**config.mk**
```make
export PLATFORM = sky130hd
export DESIGN_NAME = irq_pending_latch
export DESIGN_NICKNAME = d
export VERILOG_FILES = /design/src/rtl/irq_pending_latch.sv
export SDC_FILE = /design/constraint.sdc
export NUM_CORES = 1
export LEC_CHECK = 0
export CAP_MARGIN = 10
export CORE_UTILIZATION = 40
export CTS_CLUSTER_SIZE = 40
export DETAILED_ROUTE_END_ITERATION = 6
export PLACE_DENSITY = 0.7
export SLEW_MARGIN = 10
export SYNTH_ARGS = -nofsm -noshare
export SYNTH_HDL_FRONTEND = slang
export SYNTH_SLANG_ARGS = --single-unit
```
**constraint.sdc**
```tcl
create_clock -name clk -period 2.1 [get_ports clk]
set_input_delay 0.525 -clock clk [delete_from_list [all_inputs] [get_ports clk]]
set_output_delay 0.525 -clock clk [all_outputs]
set_load 0.03 [all_outputs]
```
**src/rtl/irq_pending_latch.sv**
```systemverilog
// Request front end for the priority encoder: synchronises raw request lines,
// latches them into sticky pending bits, masks them and clears on acknowledge.
module irq_pending_latch #(
    parameter int                 OUT_SIZE    = 4,
    parameter int                 IN_SIZE     = 1 << OUT_SIZE,
    parameter int                 SYNC_STAGES = 2,
    parameter logic [IN_SIZE-1:0] EDGE_MASK   = '1
) (
    input  logic                clk,
    input  logic                rst_n,
    input  logic [IN_SIZE-1:0]  req,
    input  logic                mask_we,
    input  logic [IN_SIZE-1:0]  mask_in,
    output logic [IN_SIZE-1:0]  mask_q,
    input  logic                ack_valid,
    input  logic [OUT_SIZE-1:0] ack_idx,
    input  logic                clear_all,
    output logic [IN_SIZE-1:0]  pend_out,
    output logic                irq_valid,
    output logic [IN_SIZE-1:0]  pending_raw,
    output logic                overrun
);

    // ack_valid is a single-cycle strobe with no ready: the bit named by
    // ack_idx is cleared on the edge where ack_valid is high. Indices at or
    // above IN_SIZE match no line and are therefore ignored.

    logic [IN_SIZE-1:0] req_s;
    logic [IN_SIZE-1:0] req_h_q;
    logic [IN_SIZE-1:0] rise;
    logic [IN_SIZE-1:0] ack_hit;
    logic [IN_SIZE-1:0] clr;
    logic [IN_SIZE-1:0] pending_q;
    logic [IN_SIZE-1:0] pending_d;
    logic [IN_SIZE-1:0] mask_d;
    logic               overrun_q;
    logic               overrun_d;
    logic               overrun_evt;

    if (SYNC_STAGES == 0) begin : g_nosync
        assign req_s = req;
    end else begin : g_sync
        logic [IN_SIZE-1:0] sync_q [SYNC_STAGES];

        always_ff @(posedge clk or negedge rst_n) begin
            if (!rst_n) begin
                for (int k = 0; k < SYNC_STAGES; k++) begin
                    sync_q[k] <= '0;
                end
            end else begin
                sync_q[0] <= req;
                for (int k = 1; k < SYNC_STAGES; k++) begin
                    sync_q[k] <= sync_q[k-1];
                end
            end
        end

        assign req_s = sync_q[SYNC_STAGES-1];
    end

    always_comb begin
        ack_hit = '0;
        for (int i = 0; i < IN_SIZE; i++) begin
            ack_hit[i] = ack_valid && (32'(ack_idx) == i);
        end
    end

    // Edge history resets to 0, so a line held high through reset release
    // is seen as a fresh rising edge.
    assign rise      = (EDGE_MASK & req_s & ~req_h_q) | (~EDGE_MASK & req_s);
    assign clr       = ack_hit | {IN_SIZE{clear_all}};
    assign pending_d = rise | (pending_q & ~clr);
    assign mask_d    = mask_we ? mask_in : mask_q;

    // A same-cycle ack absorbs the repeat event; clear_all does not, so an
    // event landing with clear_all still leaves overrun set.
    assign overrun_evt = |(EDGE_MASK & rise & pending_q & ~ack_hit);
    assign overrun_d   = overrun_evt | (overrun_q & ~clear_all);

    always_ff @(posedge clk or negedge rst_n) begin
        if (!rst_n) begin
            req_h_q   <= '0;
            pending_q <= '0;
            mask_q    <= '0;
            overrun_q <= 1'b0;
        end else begin
            req_h_q   <= req_s;
            pending_q <= pending_d;
            mask_q    <= mask_d;
            overrun_q <= overrun_d;
        end
    end

    assign pend_out    = pending_q & mask_q;
    assign irq_valid   = |pend_out;
    assign pending_raw = pending_q;
    assign overrun     = overrun_q;

endmodule

```
==> qor.yml, run 1 <==
placed_design:
  pre_cts_ws_ns: -0.435
  dpl.hpwl_um: 5360
  gp_congestion: 0.986
  dpl_cell_area_mm2: 0.00439
  port_buffers: 90
  dp_cells: 462
synth:
  synth_area_mm2: 0.00296
  yosysWarningCount: 0
  synth_most_common_cell: "dfrtp_1"
  synth_seq_cells: 81
  synth_area_leaders: "dfrtp_1 (68%), mux2_2 (6.1%), and2_1 (3.4%)"
  ys.flop_type: "dfrtp_1"
  synth_top_area_share: 0.684
  async_flop_share: 1.00
  synth.avg_cell_area_um2: 13.3
  syn_nets: 264
  synth_edf_count: 0
  synth.distinct_cells: 36
  yosysTopAreaCell: "dfrtp_1"
  synthTopCellsByCount: "dfrtp_1 (81), nand2_1 (23), and2_1 (16), mux2_2 (16), inv_1 (15)"
  yosysSeqAreaShare: 0.684
  syn_inst: 223
setup_path:
  arrival_ns: 1.88
  critPathRequiredTime_ns: 1.57
  worstSetupPathType: "reg2out"
  crit_fanout: 2
  startpoint_type: "register"
  crit_path_end_kind: "primary output"
finish:
  n_fill_cell: 566
  fin_util: 0.641
  final_nets: 415
  final_layout_size_suffix_gt1_frac: 0.288
  regArea_mm2: 0.00203
  area_growth_pct: 56.2
  multi_input_area_um2: 897
  fin_cells: 477
  stdcell_area_mm2: 0.00463
  diodes: 0
detailed_routing:
  route.detailed.drc: 0
  wl_per_cell_um: 14.7
  avgViaCountPerCell: 4.75
  drtIter0Drc: 155
  num_vias: 2264
  routed_wl_um: 7000
  dr.pass1.iters: 4
  drtAntennaViolNets: 0
die:
  dieWidth_um: 88.1
  core_area_mm2: 0.00721
  row_count: 31
  dieArea_mm2: 0.00776
  start_util: 0.411
  ios: 91
  die_h_um: 88.1
power:
  p_leak_nw: 2.17
  ir_worst_vdd_mv: 0.418
  total_power_mw: 3.58
  p_per_area_mw_per_mm2: 774
sta:
  fin_setup_tns_ns: -0.303
  finClkSkew_ns: 0.00985
  clock.fmax_mhz: 416
  min_period_over_period: 1.14
  layout_min_cycle_time_ns: 2.40
  tightest_slew_ns: 0.422
  hold_ws_ns: 0.114
  relSlewSlack: 0.719
  rsz0062_at_grt: "true"
  setup_ws_ns: -0.303
  hold_viol_final: 0
  finalMaxSlewViolations: 0
  final-setup-viol-count: 1
cts:
  root_buffer: "clkbuf_8"
  cts_sinks: 81
  cts_tree: "built"
  numCtsBuffers: 9
  hold_buffers: 0
  cts_buffer_depth: 2
  clk_latency_ns: 0.34
  htreeDepth: 3
  clkTransAtPathRegs_ns: 0.08
global_routing:
  grt.busiest_layer: "met2"
  grt_antenna_before_repair: 0
  grtUsageMet1: 0.245
  grt_use_total: 0.194
  grt_pass1_wl_um: 10900
  gr-usage-met2: 0.311
  grt_pass1_vias: 2244
  met3_usage: 0.0500
  grt_max_degree: 39
  gr-total-overflow: 0
run_status:
  outcome: "finished with violations"
  violations: "negative setup slack"
worst_hold_path:
  hp-class: "in2async"
run:
  maxCapViolCount: 0
## layer usage
metal / part of all wire / up-vias
li1: - / 1085
met1: 0.42 / 1066
met2: 0.47 / 97
met3: 0.073 / 16
met4: 0.028 / 0
met5: 0 / -
## sequential cells by signal, summed over array words and instances, names as in the netlist
register and flops:
g_sync.sync_q 16, mask_q 16, pending_raw 16, req_h_q 16, req_s 16, overrun 1
## critical path, stage by stage, from the launching register on
cell and delay (ns):
dfrtp_2 0.40, and2_4 0.16, or4_4 0.54, nor4_4 0.14
nand4_1 0.15, buf_6 0.16
## cell families after synthesis
group,share of synthesized area
flip-flops,0.684
multiplexers,0.0608
AO/OA/AOI/OAI,0.0726
buffers and inverters,0.0291
AND/OR/NAND/NOR,0.153
## power breakdown
group	internal, mW	total, mW	switching (mW)
registers	1.67	1.73	0.0602
clock network	0.541	1.07	0.527
logic	0.388	0.789	0.400
## repair_timing
| action | in CTS | in global routing |
|---|---|---|
| resized for setup | 19 | 12 |
| pin swaps | 1 | 3 |
| setup endpoints to repair | 11 | 9 |
| setup buffers | 0 | 0 |
## final cells by class
class                      count  share of cell area
clock buffer                  10              0.0276
timing repair buffer         145               0.288
inverter                      15              0.0122
tap                           99              0.0268
multi-input combinational    122               0.194
clock inverter                 5              0.0124
sequential                    81               0.439
## cell usage in the layout, fill, tap and decap left out, types with 2 or more instances in the layout
master / n
nand2_1: 23
dlymetal6s2s_1: 8
and3b_2: 2
nand4b_1: 3
nor2b_1: 2
o21ai_0: 3
buf_4: 55
clkbuf_8: 9
clkdlybuf4s50_1: 70
a21oi_1: 4
a41oi_2: 3
nand3b_1: 7
mux2_2: 16
and2_4: 3
nand3_1: 5
dfrtp_2: 4
o22ai_1: 7
nor2_1: 3
and3_2: 2
a41oi_1: 3
clkinvlp_4: 3
o2bb2ai_1: 6
dfrtp_1: 77
dlygate4sd2_1: 10
and2_1: 12
nand4_1: 3
nor3b_2: 2
inv_1: 15
## worst paths after layout
| check | from | endpoint | slack, ns | cells past startpoint |
|---|---|---|---|---|
| max | pending_raw[3] | irq_valid | -0.30 | 5 |
| min | rst_n | g_sync.sync_q[17] | 0.11 | 1 |
| max reg2reg | pending_raw[5] | overrun | 0.56 | 6 |
| min reg2reg | g_sync.sync_q[30] | req_s[14] | 0.35 | 0 |
| max in group asynchronous | rst_n | pending_raw[6] | 1.45 | 2 |
| min in group clk | g_sync.sync_q[30] | req_s[14] | 0.35 | 0 |
No activity file was read; power rests on OpenSTA's default activity.
==> run 2: changes to the inputs <==
==> constraint.sdc (replaced) <==
create_clock -name clk -period 2.83 [get_ports clk]
set_input_delay 0.7075 -clock clk [delete_from_list [all_inputs] [get_ports clk]]
set_output_delay 0.7075 -clock clk [all_outputs]
set_load 0.03 [all_outputs]
==> run 2 against run 1 <==
Against the previous run: the run now ends clean; clock power shrank 13%; largest power group unchanged; clock-buffer cell count is 1 lower; final area is 8.0% lower; critical endpoint unchanged; worst setup slack improved by 0.48 ns; clock skew shrank 0.0016 ns; utilization shrank 5.2 points; critical path depth stayed put; die area unchanged; global-route usage is 1.6 points lower.
==> qor.yml, run 2 (same netlist as run 1, synthesis figures left out) <==
run_status:
  outcome: "finished, final reports clean"
die:
  dieArea_mm2: 0.00776
  dieWidth_um: 88.1
  ios: 91
  row_count: 31
  start_util: 0.411
  core_area_mm2: 0.00721
  die_h_um: 88.1
detailed_routing:
  wl_per_cell_um: 14.5
  num_vias: 2081
  drtAntennaViolNets: 0
  avgViaCountPerCell: 4.83
  drtIter0Drc: 147
  dr.pass1.iters: 5
  route.detailed.drc: 0
  routed_wl_um: 6250
cts:
  cts_tree: "built"
  clkTransAtPathRegs_ns: 0.09
  htreeDepth: 3
  cts_sinks: 81
  clk_latency_ns: 0.35
  numCtsBuffers: 9
  post_cts_buffers: 0
  cts_buffer_depth: 2
  root_buffer: "clkbuf_8"
setup_path:
  critical-path-max-stage-delay_ns: 0.55
  path_buf_inv: 1
  crit_fanout: 2
  worstSetupPathType: "reg2out"
  arrival_ns: 1.95
  crit_family: "simple AND/OR/NAND/NOR gates"
  startpoint_type: "register"
  crit_slowest_cell: "or4_1"
  critPathRequiredTime_ns: 2.12
  crit_chain: "and2_1 > or4_1 > nor4_2 > nand4_1 > buf_2"
  crit_path_end_kind: "primary output"
sta:
  hold_ws_ns: 0.352
  fin_setup_tns_ns: 0
  final-setup-viol-count: 0
  clock.fmax_mhz: 376
  layout_min_cycle_time_ns: 2.66
  rsz0062_at_grt: "false"
  finClkSkew_ns: 0.00822
  tightest_slew_ns: 0.411
  hold_viol_final: 0
  finalMaxSlewViolations: 0
  relSlewSlack: 0.726
  min_period_over_period: 0.939
power:
  ir_worst_vdd_mv: 0.312
  p_leak_nw: 1.81
  p_per_area_mw_per_mm2: 638
  p_clk_frac: 0.342
  switchingPower_mw: 0.740
  p_seq_frac: 0.476
  combPwrFrac: 0.183
  p_int_mw: 1.98
  switching_share: 0.273
finish:
  fin_util: 0.590
  final_layout_size_suffix_gt1_frac: 0.157
  final_common_cell: "clkdlybuf4s50_1"
  n_fill_cell: 601
  stdcell_area_mm2: 0.00426
  final_nets: 368
  final_cell_mix: "clkdlybuf4s50_1 (88), dfrtp_1 (81), nand2_1 (23)"
  area_growth_pct: 43.6
  fin_cells: 431
  diodes: 0
worst_hold_path:
  hp-class: "reg2reg"
run:
  maxCapViolCount: 0
global_routing:
  gr-total-overflow: 0
  grt_pass1_wl_um: 9880
  grt_pass1_vias: 2062
  grt_max_degree: 82
  grt_antenna_before_repair: 0
  grt_use_total: 0.178
placed_design:
  dp_cells: 415
  port_buffers: 90
  dpl_cell_area_mm2: 0.00403
  gp_congestion: 0.772
  dpl.hpwl_um: 4660
-- run 2: cell count changes in the layout (fill, tap and decap cells not counted), moves of 3 or more --
cell	before	now
dfrtp_1	77	81
dlygate4sd2_1	10	0
dfrtp_2	4	0
clkdlybuf4s50_1	70	88
and2_1	12	16
and2_4	3	0
buf_4	55	8
dlymetal6s2s_1	8	0
-- run 2: metrics by stage --
| stage | power (mW) | worst slack, ns |
|---|---|---|
| 5_1_grt | 2.84 | 0.108 |
| 3_5_place_dp | 1.82 | 0.0744 |
| 6_report | 2.72 | 0.172 |
| 4_1_cts | 2.75 | 0.0487 |
| 2_1_floorplan | 1.55 | 0.295 |
| 3_3_place_gp | 1.81 | 0.102 |
-- run 2: final timing paths --
path                                   start         end  slack [ns]  cells after the start
min                        g_sync.sync_q[27]   req_s[11]        0.35                      0
min in group asynchronous              rst_n  req_h_q[1]        0.37                      2
max reg2reg                   pending_raw[5]     overrun        1.41                      5
max in group asynchronous              rst_n   mask_q[1]        2.14                      2
min reg2reg                g_sync.sync_q[27]   req_s[11]        0.35                      0
max                           pending_raw[3]   irq_valid        0.17                      5
-- run 2: metal layers --
metal,global-route usage,share of wire
met4,0.101,0.017
met5,0,0
met1,0.232,0.44
met3,0.0631,0.088
met2,0.259,0.45
-- run 2: worst register-to-register path, cell delays in order, from the launching register on --
cell	delay (ns)
dfrtp_1	0.44
nand3b_1	0.11
a21oi_1	0.06
a41oi_1	0.17
nand4_1	0.14
or3_1	0.38
-- run 2: area by class of cell --
cell class,instances,area [µm²],area share
clock inverters,7,103,0.0241
repair buffers,98,966,0.227
well taps,99,124,0.0291
inverters,15,56.3,0.0132
flip-flops and latches,81,2030,0.476
clock buffers,9,124,0.0291
multi-input cells,122,856,0.201
-- run 2: timing repair --
| action | CTS | global route |
|---|---|---|
| hold buffers | 0 | 0 |
| setup endpoints to repair | 1 | 1 |
| gates cloned | 0 | 0 |
| pin swaps | 0 | 0 |
| resized for setup | 4 | 2 |
-- run 2: power by group through the flow --
| stage | Clock, mW | Combinational, mW | Sequential [mW] |
|---|---|---|---|
| 4_1_cts | 0.953 | 0.503 | 1.29 |
| 6_report | 0.927 | 0.497 | 1.29 |
| 5_1_grt | 1.01 | 0.531 | 1.30 |
| 2_1_floorplan | 0 | 0.154 | 1.39 |
| 3_5_place_dp | 0 | 0.500 | 1.32 |
| 3_3_place_gp | 0 | 0.495 | 1.31 |
